==> src/rtl/gmii_tx_framer_pkg.sv <==
// Shared constants, state encoding and CRC helper for the GMII transmit framer.
// The CRC helper is byte-wide and reflected so the RX checker can reuse it.
package gmii_tx_framer_pkg;

  localparam logic [7:0]  PREAMBLE_BYTE = 8'h55;
  localparam logic [7:0]  SFD_BYTE      = 8'hD5;
  localparam logic [31:0] CRC_POLY      = 32'h04C11DB7;
  localparam logic [31:0] CRC_POLY_REFL = {<<{CRC_POLY}};
  localparam logic [31:0] CRC_INIT      = 32'hFFFFFFFF;
  localparam logic [31:0] CRC_RESIDUE   = 32'hC704DD7B;

  typedef enum logic [2:0] {
    S_IDLE,
    S_PRE,
    S_SFD,
    S_DATA,
    S_PAD,
    S_FCS,
    S_IFG
  } state_t;

  function automatic logic [31:0] crc32_byte(
    input logic [31:0] crc,
    input logic [7:0]  data
  );
    logic [31:0] c;
    c = crc ^ {24'h0, data};
    for (int i = 0; i < 8; i++) begin
      c = c[0] ? ((c >> 1) ^ CRC_POLY_REFL) : (c >> 1);
    end
    return c;
  endfunction

endpackage

==> src/rtl/gmii_tx_framer_crc.sv <==
// Byte-wide reflected CRC-32 accumulator: combinational next value, registered state.
// clr has priority over en; the register holds the raw (uncomplemented) CRC.
module crc32_d8
  import gmii_tx_framer_pkg::*;
(
  input  logic        clk,
  input  logic        rst,
  input  logic        clr,
  input  logic        en,
  input  logic [7:0]  data,
  output logic [31:0] crc
);

  logic [31:0] crc_next;

  // next CRC after absorbing one byte
  always_comb begin
    crc_next = crc32_byte(crc, data);
  end

  // CRC state register
  always_ff @(posedge clk or posedge rst) begin
    if (rst) begin
      crc <= CRC_INIT;
    end else if (clr) begin
      crc <= CRC_INIT;
    end else if (en) begin
      crc <= crc_next;
    end
  end

endmodule

==> src/rtl/gmii_tx_framer.sv <==
// Byte-stream to GMII/MII transmit framer: preamble, SFD, pad, FCS, IFG, underrun abort.
// Outputs are registered, so the line lags the internal state by one clock.
module gmii_tx_framer
  import gmii_tx_framer_pkg::*;
#(
  parameter int IFG_BYTES      = 12,
  parameter int PREAMBLE_BYTES = 7,
  parameter int MII_MODE       = 0,
  parameter int PAD_EN         = 1,
  parameter int MIN_PAYLOAD    = 60,
  parameter int FCS_EN         = 1
) (
  input  logic        clk,
  input  logic        rst,
  input  logic [7:0]  in_data,
  input  logic        in_valid,
  input  logic        in_last,
  output logic        in_ready,
  output logic        gmii_txctrl,
  output logic [7:0]  gmii_txdata,
  output logic        gmii_txerr,
  output logic        sfd_pulse,
  output logic [15:0] frame_cnt,
  output logic [15:0] underrun_cnt
);

  localparam bit          MII      = (MII_MODE != 0);
  localparam logic [15:0] PRE_LAST = 16'(PREAMBLE_BYTES - 1);
  localparam logic [15:0] IFG_LAST = 16'(IFG_BYTES - 1);
  localparam logic [15:0] MIN_LEN  = 16'(MIN_PAYLOAD);

  state_t      state, nstate;
  logic        phase, ur, nur, discard, ndisc, slot_end;
  logic [15:0] cnt, ncnt, pay, npay;
  logic [7:0]  hold, obyte, crc_din;
  logic        octrl, oerr, crc_clr, crc_en, fr_inc, ur_inc;
  logic [31:0] crc, fcs;

  // In MII a byte slot spans two clocks; phase 1 is its last clock.
  assign slot_end = MII ? phase : 1'b1;
  assign fcs      = ~crc;
  assign in_ready = discard || (state == S_DATA && slot_end && !ur);

  crc32_d8 u_crc (
    .clk  (clk),
    .rst  (rst),
    .clr  (crc_clr),
    .en   (crc_en),
    .data (crc_din),
    .crc  (crc)
  );

  function automatic state_t after_payload(input logic [15:0] n);
    if (PAD_EN != 0 && n < MIN_LEN) return S_PAD;
    if (FCS_EN != 0) return S_FCS;
    return S_IFG;
  endfunction

  // next-state, line byte and bookkeeping for the current slot
  always_comb begin
    nstate  = state;
    ncnt    = cnt;
    npay    = pay;
    nur     = ur;
    ndisc   = discard && !(in_valid && in_last);
    obyte   = 8'h00;
    octrl   = 1'b0;
    oerr    = 1'b0;
    crc_clr = 1'b0;
    crc_en  = 1'b0;
    crc_din = 8'h00;
    fr_inc  = 1'b0;
    ur_inc  = 1'b0;
    unique case (state)
      S_IDLE: begin
        if (in_valid && !discard) begin
          nstate = S_PRE;
          ncnt   = '0;
        end
      end
      S_PRE: begin
        octrl   = 1'b1;
        obyte   = PREAMBLE_BYTE;
        crc_clr = 1'b1;
        if (slot_end) begin
          ncnt = cnt + 16'd1;
          if (cnt == PRE_LAST) begin
            nstate = S_SFD;
            ncnt   = '0;
          end
        end
      end
      S_SFD: begin
        octrl = 1'b1;
        obyte = SFD_BYTE;
        npay  = '0;
        if (slot_end) nstate = S_DATA;
      end
      S_DATA: begin
        octrl = 1'b1;
        if (ur || !in_valid) begin
          oerr   = 1'b1;
          nur    = 1'b1;
          ur_inc = !ur;
          if (slot_end) begin
            nstate = S_IFG;
            ncnt   = '0;
            nur    = 1'b0;
            ndisc  = 1'b1;
          end
        end else begin
          obyte = (MII && phase) ? hold : in_data;
          if (slot_end) begin
            crc_en  = 1'b1;
            crc_din = obyte;
            npay    = (pay == 16'hFFFF) ? pay : pay + 16'd1;
            if (in_last) begin
              nstate = after_payload(npay);
              ncnt   = '0;
              fr_inc = (nstate == S_IFG);
            end
          end
        end
      end
      S_PAD: begin
        octrl = 1'b1;
        if (slot_end) begin
          crc_en = 1'b1;
          npay   = pay + 16'd1;
          if (npay >= MIN_LEN) begin
            nstate = (FCS_EN != 0) ? S_FCS : S_IFG;
            ncnt   = '0;
            fr_inc = (FCS_EN == 0);
          end
        end
      end
      S_FCS: begin
        octrl = 1'b1;
        obyte = fcs[{cnt[1:0], 3'b000} +: 8];
        if (slot_end) begin
          ncnt = cnt + 16'd1;
          if (cnt[1:0] == 2'd3) begin
            nstate = S_IFG;
            ncnt   = '0;
            fr_inc = 1'b1;
          end
        end
      end
      S_IFG: begin
        if (slot_end) begin
          ncnt = cnt + 16'd1;
          if (cnt == IFG_LAST) begin
            ncnt   = '0;
            nstate = (in_valid && !discard) ? S_PRE : S_IDLE;
          end
        end
      end
      default: nstate = S_IDLE;
    endcase
  end

  // control state; hold captures the byte peeked on the first MII clock
  always_ff @(posedge clk or posedge rst) begin
    if (rst) begin
      state   <= S_IDLE;
      cnt     <= '0;
      pay     <= '0;
      ur      <= 1'b0;
      discard <= 1'b0;
      phase   <= 1'b0;
      hold    <= '0;
    end else begin
      state   <= nstate;
      cnt     <= ncnt;
      pay     <= npay;
      ur      <= nur;
      discard <= ndisc;
      phase   <= MII && (state != S_IDLE) && !phase;
      if (state == S_DATA && !phase) hold <= in_data;
    end
  end

  // registered line outputs and frame counters
  always_ff @(posedge clk or posedge rst) begin
    if (rst) begin
      gmii_txctrl  <= 1'b0;
      gmii_txdata  <= '0;
      gmii_txerr   <= 1'b0;
      sfd_pulse    <= 1'b0;
      frame_cnt    <= '0;
      underrun_cnt <= '0;
    end else begin
      gmii_txctrl <= octrl;
      gmii_txerr  <= oerr;
      gmii_txdata <= MII ? {4'h0, phase ? obyte[7:4] : obyte[3:0]} : obyte;
      sfd_pulse   <= (state == S_SFD) && slot_end;
      if (fr_inc) frame_cnt <= frame_cnt + 16'd1;
      if (ur_inc) underrun_cnt <= underrun_cnt + 16'd1;
    end
  end

endmodule

==> config.mk <==
export PLATFORM = sky130hd
export DESIGN_NAME = gmii_tx_framer
export DESIGN_NICKNAME = d
export VERILOG_FILES = /design/src/rtl/gmii_tx_framer_pkg.sv /design/src/rtl/gmii_tx_framer_crc.sv /design/src/rtl/gmii_tx_framer.sv
export SDC_FILE = /design/constraint.sdc
export NUM_CORES = 1
export LEC_CHECK = 0
export ABC_CLOCK_PERIOD_IN_PS = 8600
export CAP_MARGIN = 20
export CORE_MARGIN = 2
export CORE_UTILIZATION = 60
export CTS_CLUSTER_DIAMETER = 200
export DETAILED_ROUTE_END_ITERATION = 7
export PLACE_DENSITY = 0.82
export SETUP_SLACK_MARGIN = 0.15
export SLEW_MARGIN = 10
export SYNTH_ARGS = -nofsm -noshare
export SYNTH_HDL_FRONTEND = slang
export SYNTH_SLANG_ARGS = --single-unit
export TNS_END_PERCENT = 1
==> constraint.sdc <==
create_clock -name clk -period 8.6 [get_ports clk]
set_input_delay 1.72 -clock clk [delete_from_list [all_inputs] [get_ports clk]]
set_output_delay 1.72 -clock clk [all_outputs]
set_load 0.005 [all_outputs]
# Word level (Yosys, flattened, before mapping)
# Cells that the tools add are included.
# word_totals
reg_bits	111
inputBits	12
output_inout_bits	44
elab_cells	120
# classes
add_sub_neg	4
n_lt_le_gt_ge	2
eq_ne	18
shifts	1
mux	59
bitwise_logic	10
reduce_logical	15
# ops
op	count
$mux 32	10
$mux 16	9
$not 13->14	8
$pmux 16 s6	1
$add 16x1->16 const B	4
$pmux 16 s3	1
$mux 3	12
$not 32->32	1
$pmux 8 s4	1
$shiftx 32x6->8	1
$xor 32x8->32	1
$pmux 3 s7	1
$mux 1	19
$eq 16x16->1 const B	1
$eq 16x3->1 const B	1
$eq 16x4->1 const B	1
$ge 16x6->1 const B	1
$lt 16x6->1 const B	1
$mux 8	2
$eq 3x3->1 const B	4
$ne 2x2->1 const B	6
$eq 3x2->1 const B	2
$reduce_and 6->1	1
$reduce_bool 6->1	1
14 further kinds	19

# Longest topological paths before layout
# Gate-level depths: netlist of run 1.
# depth
word_depth	21
depth_mapped	10
depth_no_buf	8

# By module
# Synthesis of run 1 repeated with hierarchy kept, for this count alone.
# unflattened
cells_unflattened	651
area_unflattened_um2	6864.1
# by_module_without_submodules
module	instances	cells_each	area_per_inst_um2	seq_area_each_um2
gmii_tx_framer	1	478	4598.2	1976.9
crc32_d8	1	173	2265.9	840.8

# Least setup slack after synthesis of run 1
# No wires, ideal clock.
# synth_path
path_type	input to register
startpoint	in in_valid
endpoint	reg u_crc.crc[19]
setup_ps	73
arrival_ps	3334
t_required_ps	8527
setup_slack_ps	5193
cell_stages	7
path_buffers	1
path_cell_list	and4b_1 > buf_6 > nand2_4 > xor2_4 > xnor3_1 > xor3_1 > a21oi_1
# synth_between
elab_chain_cells	18
elab_cells_between_ends	23
classes_between	mux (14); bitwise (8); reduce/logical (1)
# synth_rtl
item	line_no	rtl
start, declared	gmii_tx_framer.sv:16	input logic in_valid,
$mux 8	-	
$mux 8	gmii_tx_framer.sv:74	unique case (state)
$xor 32x8->32	gmii_tx_framer_pkg.sv:27	c = crc ^ {24'h0, data};
$mux 32 (2 in series)	gmii_tx_framer_pkg.sv:29	c = c[0] ? ((c >> 1) ^ CRC_POLY_REFL) : (c >> 1);
$not 13->14 (no line)	-	
$mux 32	gmii_tx_framer_pkg.sv:29	
$not 13->14 (no line)	-	
$mux 32 (2 in series)	gmii_tx_framer_pkg.sv:29	
$not 13->14 (no line)	-	
$mux 32	gmii_tx_framer_pkg.sv:29	
$not 13->14 (no line)	-	
$mux 32	gmii_tx_framer_pkg.sv:29	
$not 13->14 (no line)	-	
$mux 32	gmii_tx_framer_pkg.sv:29	
$mux 32	gmii_tx_framer_crc.sv:27	end else if (en) begin
$mux 32	gmii_tx_framer_crc.sv:25	end else if (clr) begin
end signal, assigned	gmii_tx_framer_crc.sv:28	crc <= crc_next;
end, declared	gmii_tx_framer_crc.sv:11	output logic [31:0] crc
# Several ways; a longest one is shown, not always the timed one. The select of a mux whose other input is x is not followed.
# A chain may end at the register's enable or synchronous reset.

# Final worst setup path of run 1
# layout_path
startpoint	in in_valid
endpoint	reg u_crc.crc[23]
# layout_between
elab_chain_cells	18
elab_cells_between_ends	22
classes_between	mux (14); bitwise (7); reduce/logical (1)
# layout_rtl
item	line_no
$mux 8	-
$mux 8	gmii_tx_framer.sv:74
$xor 32x8->32	gmii_tx_framer_pkg.sv:27
$mux 32	gmii_tx_framer_pkg.sv:29
$not 13->14 (no line)	-
$mux 32 (2 in series)	gmii_tx_framer_pkg.sv:29
$not 13->14 (no line)	-
$mux 32	gmii_tx_framer_pkg.sv:29
$not 13->14 (no line)	-
$mux 32 (2 in series)	gmii_tx_framer_pkg.sv:29
$not 13->14 (no line)	-
$mux 32	gmii_tx_framer_pkg.sv:29
$not 13->14 (no line)	-
$mux 32	gmii_tx_framer_pkg.sv:29
$mux 32	gmii_tx_framer_crc.sv:27
$mux 32	gmii_tx_framer_crc.sv:25
# Several ways; a longest one is shown, not always the timed one. The select of a mux whose other input is x is not followed.

==> results.yml, run 1 <==
sta:
  timing.fmax_mhz: 228
  setup_violations: 0
  worst-slew-pin-transition_ps: 954
  finalClockSkew_ps: 11.5
  timing.final.hold_violations: 0
  totalNegativeSetupSlack_ps: 0
  grt_setup_unrepaired: "false"
  fin_crit_sh: 0.509
  post-route-min-period_ps: 4380
  max-slew-margin-rel: 0.355
  timing.final.max_slew_violations: 0
cells_and_area:
  layout_common_cells: "dfrtp_1, xnor2_1, o21ai_0, clkdlybuf4s50_1, nand2_1"
  post_route_cells_drive_above_1_share: 0.111
  post-route-cell-area_sq_um: 7480
  area_growth_pct: 13.1
  register_area_sq_um: 2820
  final_common_cell: "dfrtp_1"
  antenna_cells: 0
  fillerInstances: 818
  final_core_utilization: 0.693
  multi_input_comb_area_sq_um: 3550
  fin_nets: 747
critical_path:
  worst-setup-path-type: "in2reg"
  critical_path.slowest_cell: "and4b_1"
  crit_path_max_fanout: 18
  worstSetupStartpointType: "primary input"
  cp.required_ps: 8930
  ordered_list_of_cells_on_the_worst_path: "clkdlybuf4s50_1, and4b_1, nand2_1, xnor2_2, xnor2_1, xor3_1, a21oi_1"
  slowest_delay_ps: 730
  type_of_element_capturing_the_critical_path: "flip-flop"
  critPathArrivalTime_ps: 4710
clock_network:
  worst_setup_hold_path_clk_slew_ps: 110
  cts_sinks: 111
  htree_num_levels: 3
  clkLatencyLatePin_ps: 400
  clockRootBuffer: "clkbuf_8"
  tritoncts: "yes"
  max-clock-path-buffers: 2
  holdBufCountCts: 0
  post_cts_resized: 0
  cts.repair_timing.setup_buffer_count: 0
  cts-buffers-inserted: 9
logic_synthesis:
  yosys_register_bits: 111
  netlist_area_sq_um: 6610
  synth_seq_area_share: 0.426
  synthesis.yosys.warnings: 0
  post_synth_main_area_contributors: "dfrtp_1, dfstp_2, xnor2_1, o21ai_0, xor2_1"
  synthesis.instances: 692
  post_synth_num_cell_types: 58
  synthesized_area_fraction_occupied_by_ao_oa_aoi_and_oai_cells: 0.132
  synth_top_area_frac: 0.299
  synth_top_family_by_area: "simple AND/OR/NAND/NOR gates"
  synth.area.mux_share: 0.0307
  yosys.area_share.simple: 0.183
  yosys_most_used_dff: "dfrtp_1"
  synthDominantAreaCellType: "dfrtp_1"
  synth_edf_count: 0
  synthesis.nets: 711
  synth_async_sr_flop_share: 1.00
  post_synth_xor_area_fraction: 0.177
  synthesis.area_per_instance_sq_um: 9.56
  post_synth_fa_ha_maj_area_fraction: 0.0132
global_route:
  grt_antenna_before_repair: 0
  grt_pass1_wl_um: 24700
  groute.usage.overall: 0.266
  grt.overflow.total: 0
  via_count_of_the_first_global_routing_pass: 4960
  grt_max_degree: 67
detailed_routing:
  via_count: 5337
  remaining_drc_errors: 0
  drtAntennaViolNets: 0
  initialDrtViolationCount: 422
  totalWireLength_um: 15000
  detail_route.wl_per_cell_um: 17.2
  avgViaCountPerCell: 6.11
  firstDrtPassIters: 7
placement:
  place.detailed.hpwl_um: 10500
  io_buffer_count: 55
  placer_congestion_estimate: 0.891
  post_dp_cell_area_sq_um: 7220
floorplanning:
  core_sq_um: 10800
  chipWidth_um: 109
  floorplan.die_area_sq_um: 11900
  initial_utilization: 0.613
  die_y_extent_um: 109
  num_rows: 38
  i_o_pin_count: 56
pwr:
  post-layout-total-power_mw: 2.58
  leakagePower_nw: 3.01
  power_density_nw_per_um2: 345
  cellInternalPower_mw: 1.52
  ir_drop_mv: 0.277
  share_seq_of_total_power: 0.329
  swShare: 0.410
  net_switching_power_figure_mw: 1.06
  pwr-share-clk: 0.151
  p_comb_frac: 0.520
run_status:
  outcome: "finished, final reports clean"
flow_run:
  cap_viol_max_count: 0
worst_hold_path:
  worst_hold_path_type: "reg2reg"
==> per-stage QoR <==
stage                     setup slack, ps  hold slack (ps)  cells
after floorplan                      4000              468    692
after global placement               4000              459    856
after detailed placement             3850              462    856
after CTS                            4260              482    872
after global routing                 4090              502    873
final                                4220              480    873
==> synth_stat cells, types with 2 or more instances <==
| cell type | instances |
|---|---|
| a2111oi_0 | 2 |
| a211o_1 | 2 |
| a21oi_1 | 52 |
| a22oi_1 | 2 |
| a31oi_1 | 9 |
| a41oi_1 | 7 |
| and2_1 | 3 |
| and3_1 | 12 |
| and4_1 | 3 |
| buf_1 | 3 |
| buf_2 | 9 |
| clkbuf_1 | 21 |
| dfrtp_1 | 79 |
| dfstp_2 | 32 |
| ha_1 | 7 |
| inv_1 | 27 |
| mux2_2 | 2 |
| mux4_2 | 8 |
| nand2_1 | 53 |
| nand2b_1 | 3 |
| nand3_1 | 23 |
| nand3b_1 | 4 |
| nand4_1 | 15 |
| nor2_1 | 51 |
| nor2b_1 | 3 |
| nor3_1 | 39 |
| nor3b_1 | 3 |
| nor4_1 | 7 |
| nor4_2 | 2 |
| o211ai_1 | 2 |
| o21a_1 | 5 |
| o21ai_0 | 59 |
| o22ai_1 | 2 |
| o31ai_1 | 6 |
| or2_2 | 2 |
| or3_1 | 5 |
| or4_1 | 2 |
| xnor2_1 | 67 |
| xnor2_2 | 4 |
| xnor3_1 | 5 |
| xor2_1 | 30 |
| xor2_4 | 2 |
| xor3_1 | 3 |
==> registers in the layout, indices dropped and copies added (netlist names), 3 cells and up <==
name          cells
u_crc.crc        32
cnt              16
state             3
gmii_txdata       8
frame_cnt        16
pay              16
underrun_cnt     16
==> cell families (layout without fill, tap and decap cells) <==
| kind of cell | Yosys count | count (layout) |
|---|---|---|
| buffers and inverters | 61 | 102 |
| and+or+nand+nor | 238 | 238 |
| muxes | 10 | 10 |
| adders and majority gates | 7 | 7 |
| xor gates and xnor gates | 112 | 112 |
| AOI/OAI and AO/OA | 153 | 153 |
| DFF | 111 | 111 |
==> per-layer routing <==
| metal | track usage | wire, um | share of wire |
|---|---|---|---|
| met2 | 0.437 | 7530 | 0.50 |
| met5 | 0 | 0 | 0 |
| met1 | 0.345 | 6360 | 0.42 |
| met4 | 0.0943 | 376 | 0.025 |
| met3 | 0.0640 | 765 | 0.051 |
==> cell type report <==
cell class / count / share of cell area
multi-input combinational: 520 / 0.475
sequential: 111 / 0.377
timing repair buffer: 59 / 0.0776
tap: 140 / 0.0234
clock inverter: 7 / 0.0171
clock buffer: 9 / 0.0166
inverter: 27 / 0.0139
==> worst paths after layout <==
| kind | endpoint | slack [ps] | cells after the start | from |
|---|---|---|---|---|
| max | u_crc.crc[23]$_DFFE_PP1P_ | 4220 | 7 | in_valid |
| min | frame_cnt[15]$_DFFE_PP0P_ | 480 | 1 | frame_cnt[15]$_DFFE_PP0P_ |
| max reg2reg | u_crc.crc[23]$_DFFE_PP1P_ | 5350 | 6 | state[1]$_DFFE_PP0P_ |
| min reg2reg | frame_cnt[15]$_DFFE_PP0P_ | 480 | 1 | frame_cnt[15]$_DFFE_PP0P_ |
| max in group asynchronous | pay[12]$_DFFE_PP0P_ | 5640 | 3 | rst |
| min in group asynchronous | underrun_cnt[10]$_DFFE_PP0P_ | 1740 | 2 | rst |
==> critical path, delay by kind of cell <==
kind            cells  cell delay (ps)
compound gates      1              160
buf+inv             1              720
simple gates        2              950
xor+xnor            3             1140
==> power groups by stage <==
stage | sequential (mW) | clock, mW | combinational [mW]
after global routing | 0.867 | 0.419 | 1.45
after global placement | 0.846 | 0 | 1.26
after detailed placement | 0.856 | 0 | 1.30
after CTS | 0.844 | 0.399 | 1.33
final | 0.848 | 0.390 | 1.34
after floorplan | 0.778 | 0 | 1.05
Note: power is estimated with default switching activity, not from simulation.
==> run 2: changes to the inputs <==
--- a/config.mk
+++ b/config.mk
@@ -5,13 +5,13 @@
 export SDC_FILE = /design/constraint.sdc
 export NUM_CORES = 1
 export LEC_CHECK = 0
-export ABC_CLOCK_PERIOD_IN_PS = 8600
+export ABC_CLOCK_PERIOD_IN_PS = 4400
 export CAP_MARGIN = 20
 export CORE_MARGIN = 2
-export CORE_UTILIZATION = 60
+export CORE_UTILIZATION = 59
 export CTS_CLUSTER_DIAMETER = 200
 export DETAILED_ROUTE_END_ITERATION = 7
-export PLACE_DENSITY = 0.82
+export PLACE_DENSITY = 0.81
 export SETUP_SLACK_MARGIN = 0.15
 export SLEW_MARGIN = 10
 export SYNTH_ARGS = -nofsm -noshare
==> constraint.sdc (replaced) <==
create_clock -name clk -period 4.4 [get_ports clk]
set_input_delay 0.88 -clock clk [delete_from_list [all_inputs] [get_ports clk]]
set_output_delay 0.88 -clock clk [all_outputs]
set_load 0.005 [all_outputs]
==> run 2 against run 1 <==
  * Clock power up 81%
  * Combinational power is 97% higher
  * Setup slack got worse by 3300 ps
  * Worst hold slack improved by 3.4 ps
  * Critical path type is now reg2out
  * Largest power group unchanged
==> results.yml, run 2 (same netlist as run 1, synthesis figures left out) <==
cells_and_area:
  post_layout_nonfiller_instances: 876
  layout_common_cells: "dfrtp_1, xnor2_1, o21ai_0, clkdlybuf4s50_1, nand2_1"
  final_core_utilization: 0.688
  largest_reg_flops: 32
  fin_nets: 750
  top_register: "u_crc.crc"
  final_common_cell: "dfrtp_1"
  post_route_cells_drive_above_1_share: 0.113
  antenna_cells: 0
  area_growth_pct: 13.2
critical_path:
  worstSetupStartpointType: "flip-flop"
  critical-path-top-delay-family: "flip-flops"
  slowest_delay_ps: 860
  critPathArrivalTime_ps: 2580
  critical_path.most_common_cell: "nor2_1"
  type_of_element_capturing_the_critical_path: "output pin"
  ordered_list_of_cells_on_the_worst_path: "nand2_1, nor2_1, nor2_1, inv_1, clkdlybuf4s50_1"
  cp.required_ps: 3520
  critical_path.slowest_cell: "dfrtp_1"
  critPathBufInv: 2
  worst-setup-path-type: "reg2out"
  crit_path_max_fanout: 26
floorplanning:
  die_y_extent_um: 110
  i_o_pin_count: 56
  floorplan.die_area_sq_um: 12100
  initial_utilization: 0.607
  core_sq_um: 10900
  chipWidth_um: 110
  num_rows: 38
clock_network:
  max-clock-path-buffers: 2
  clockRootBuffer: "clkbuf_8"
  cts-buffers-inserted: 9
  cts_sinks: 111
  clkLatencyLatePin_ps: 400
  tritoncts: "yes"
  cts.repair_timing.setup_buffer_count: 0
  worst_setup_hold_path_clk_slew_ps: 110
  htree_num_levels: 3
  holdBufCountCts: 0
  post_cts_resized: 0
sta:
  timing.final.hold_violations: 0
  finalClockSkew_ps: 17.2
  fin_crit_sh: 0.787
  timing.final.max_slew_violations: 0
  post-route-min-period_ps: 3460
  totalNegativeSetupSlack_ps: 0
  grt_setup_unrepaired: "false"
  worst-slew-pin-transition_ps: 1010
  max-slew-margin-rel: 0.325
  timing.fmax_mhz: 289
  fin_hold_ws_ps: 483
  setup_violations: 0
global_route:
  groute.usage.overall: 0.281
  grt_antenna_before_repair: 0
  grt.overflow.total: 0
  grt_pass1_wl_um: 25800
  via_count_of_the_first_global_routing_pass: 5029
  grt_max_degree: 112
detailed_routing:
  avgViaCountPerCell: 6.11
  totalWireLength_um: 15700
  firstDrtPassIters: 5
  initialDrtViolationCount: 590
  via_count: 5351
  drtAntennaViolNets: 0
  remaining_drc_errors: 0
  detail_route.wl_per_cell_um: 17.9
placement:
  placed_cells: 860
  io_buffer_count: 55
  place.detailed.hpwl_um: 10900
  placer_congestion_estimate: 0.920
worst_hold_path:
  worst_hold_path_type: "reg2reg"
pwr:
  share_seq_of_total_power: 0.329
  net_switching_power_figure_mw: 2.05
  swShare: 0.411
  ir_drop_mv: 0.530
  power_density_nw_per_um2: 665
  cellInternalPower_mw: 2.93
  pwr-share-clk: 0.141
  leakagePower_nw: 3.02
  p_comb_frac: 0.529
run_status:
  outcome: "finished, final reports clean"
flow_run:
  cap_viol_max_count: 0
-- run 2: changes by cell type in the layout (fill, tap and decap cells not counted), sizes merged --
| cell | before | now |
|---|---|---|
| buf | 4 | 7 |
| clkbuf | 9 | 11 |
| inv | 30 | 29 |
| bufinv | 3 | 2 |
-- run 2: worst paths after layout --
| kind | end | cells past startpoint | slack (ps) | from |
|---|---|---|---|---|
| max | in_ready | 5 | 940 | state[1]$_DFFE_PP0P_ |
| max reg2reg | u_crc.crc[24]$_DFFE_PP1P_ | 6 | 1190 | state[1]$_DFFE_PP0P_ |
| min in group asynchronous | frame_cnt[10]$_DFFE_PP0P_ | 3 | 920 | rst |
| max in group asynchronous | underrun_cnt[8]$_DFFE_PP0P_ | 3 | 2950 | rst |
| min reg2reg | frame_cnt[15]$_DFFE_PP0P_ | 1 | 480 | frame_cnt[15]$_DFFE_PP0P_ |
| min | frame_cnt[15]$_DFFE_PP0P_ | 1 | 480 | frame_cnt[15]$_DFFE_PP0P_ |
-- run 2: per-stage QoR --
step                power (mW)  cell area, sq um  setup WS [ps]
floorplan                 3.58              6610            642
global placement          4.17              7260            663
detailed placement        4.24              7260            591
CTS                       4.97              7490            962
global route              5.31              7490            715
finish                    4.98              7490            938
-- run 2: power by group through the flow --
stage | Clock [mW] | Combinational [mW] | Sequential (mW)
after CTS | 0.717 | 2.62 | 1.63
after global placement | 0 | 2.53 | 1.64
final | 0.705 | 2.64 | 1.64
after detailed placement | 0 | 2.60 | 1.65
after floorplan | 0 | 2.06 | 1.52
after global routing | 0.759 | 2.87 | 1.68
-- run 2: cell type report --
cell class,instances,area [sq um]
Clock buffer,11,141
Inverter,27,104
Tap cell,140,175
Multi-Input combinational cell,520,3550
Timing Repair Buffer,62,616
Clock inverter,5,80.1
Sequential cell,111,2820
Fill cell,858,3400
-- run 2: layer usage --
metal  wire length [um]  GRT usage
met5                  0          0
met4                253     0.0651
met3               1050     0.0705
met2               7370      0.427
met1               7000      0.405
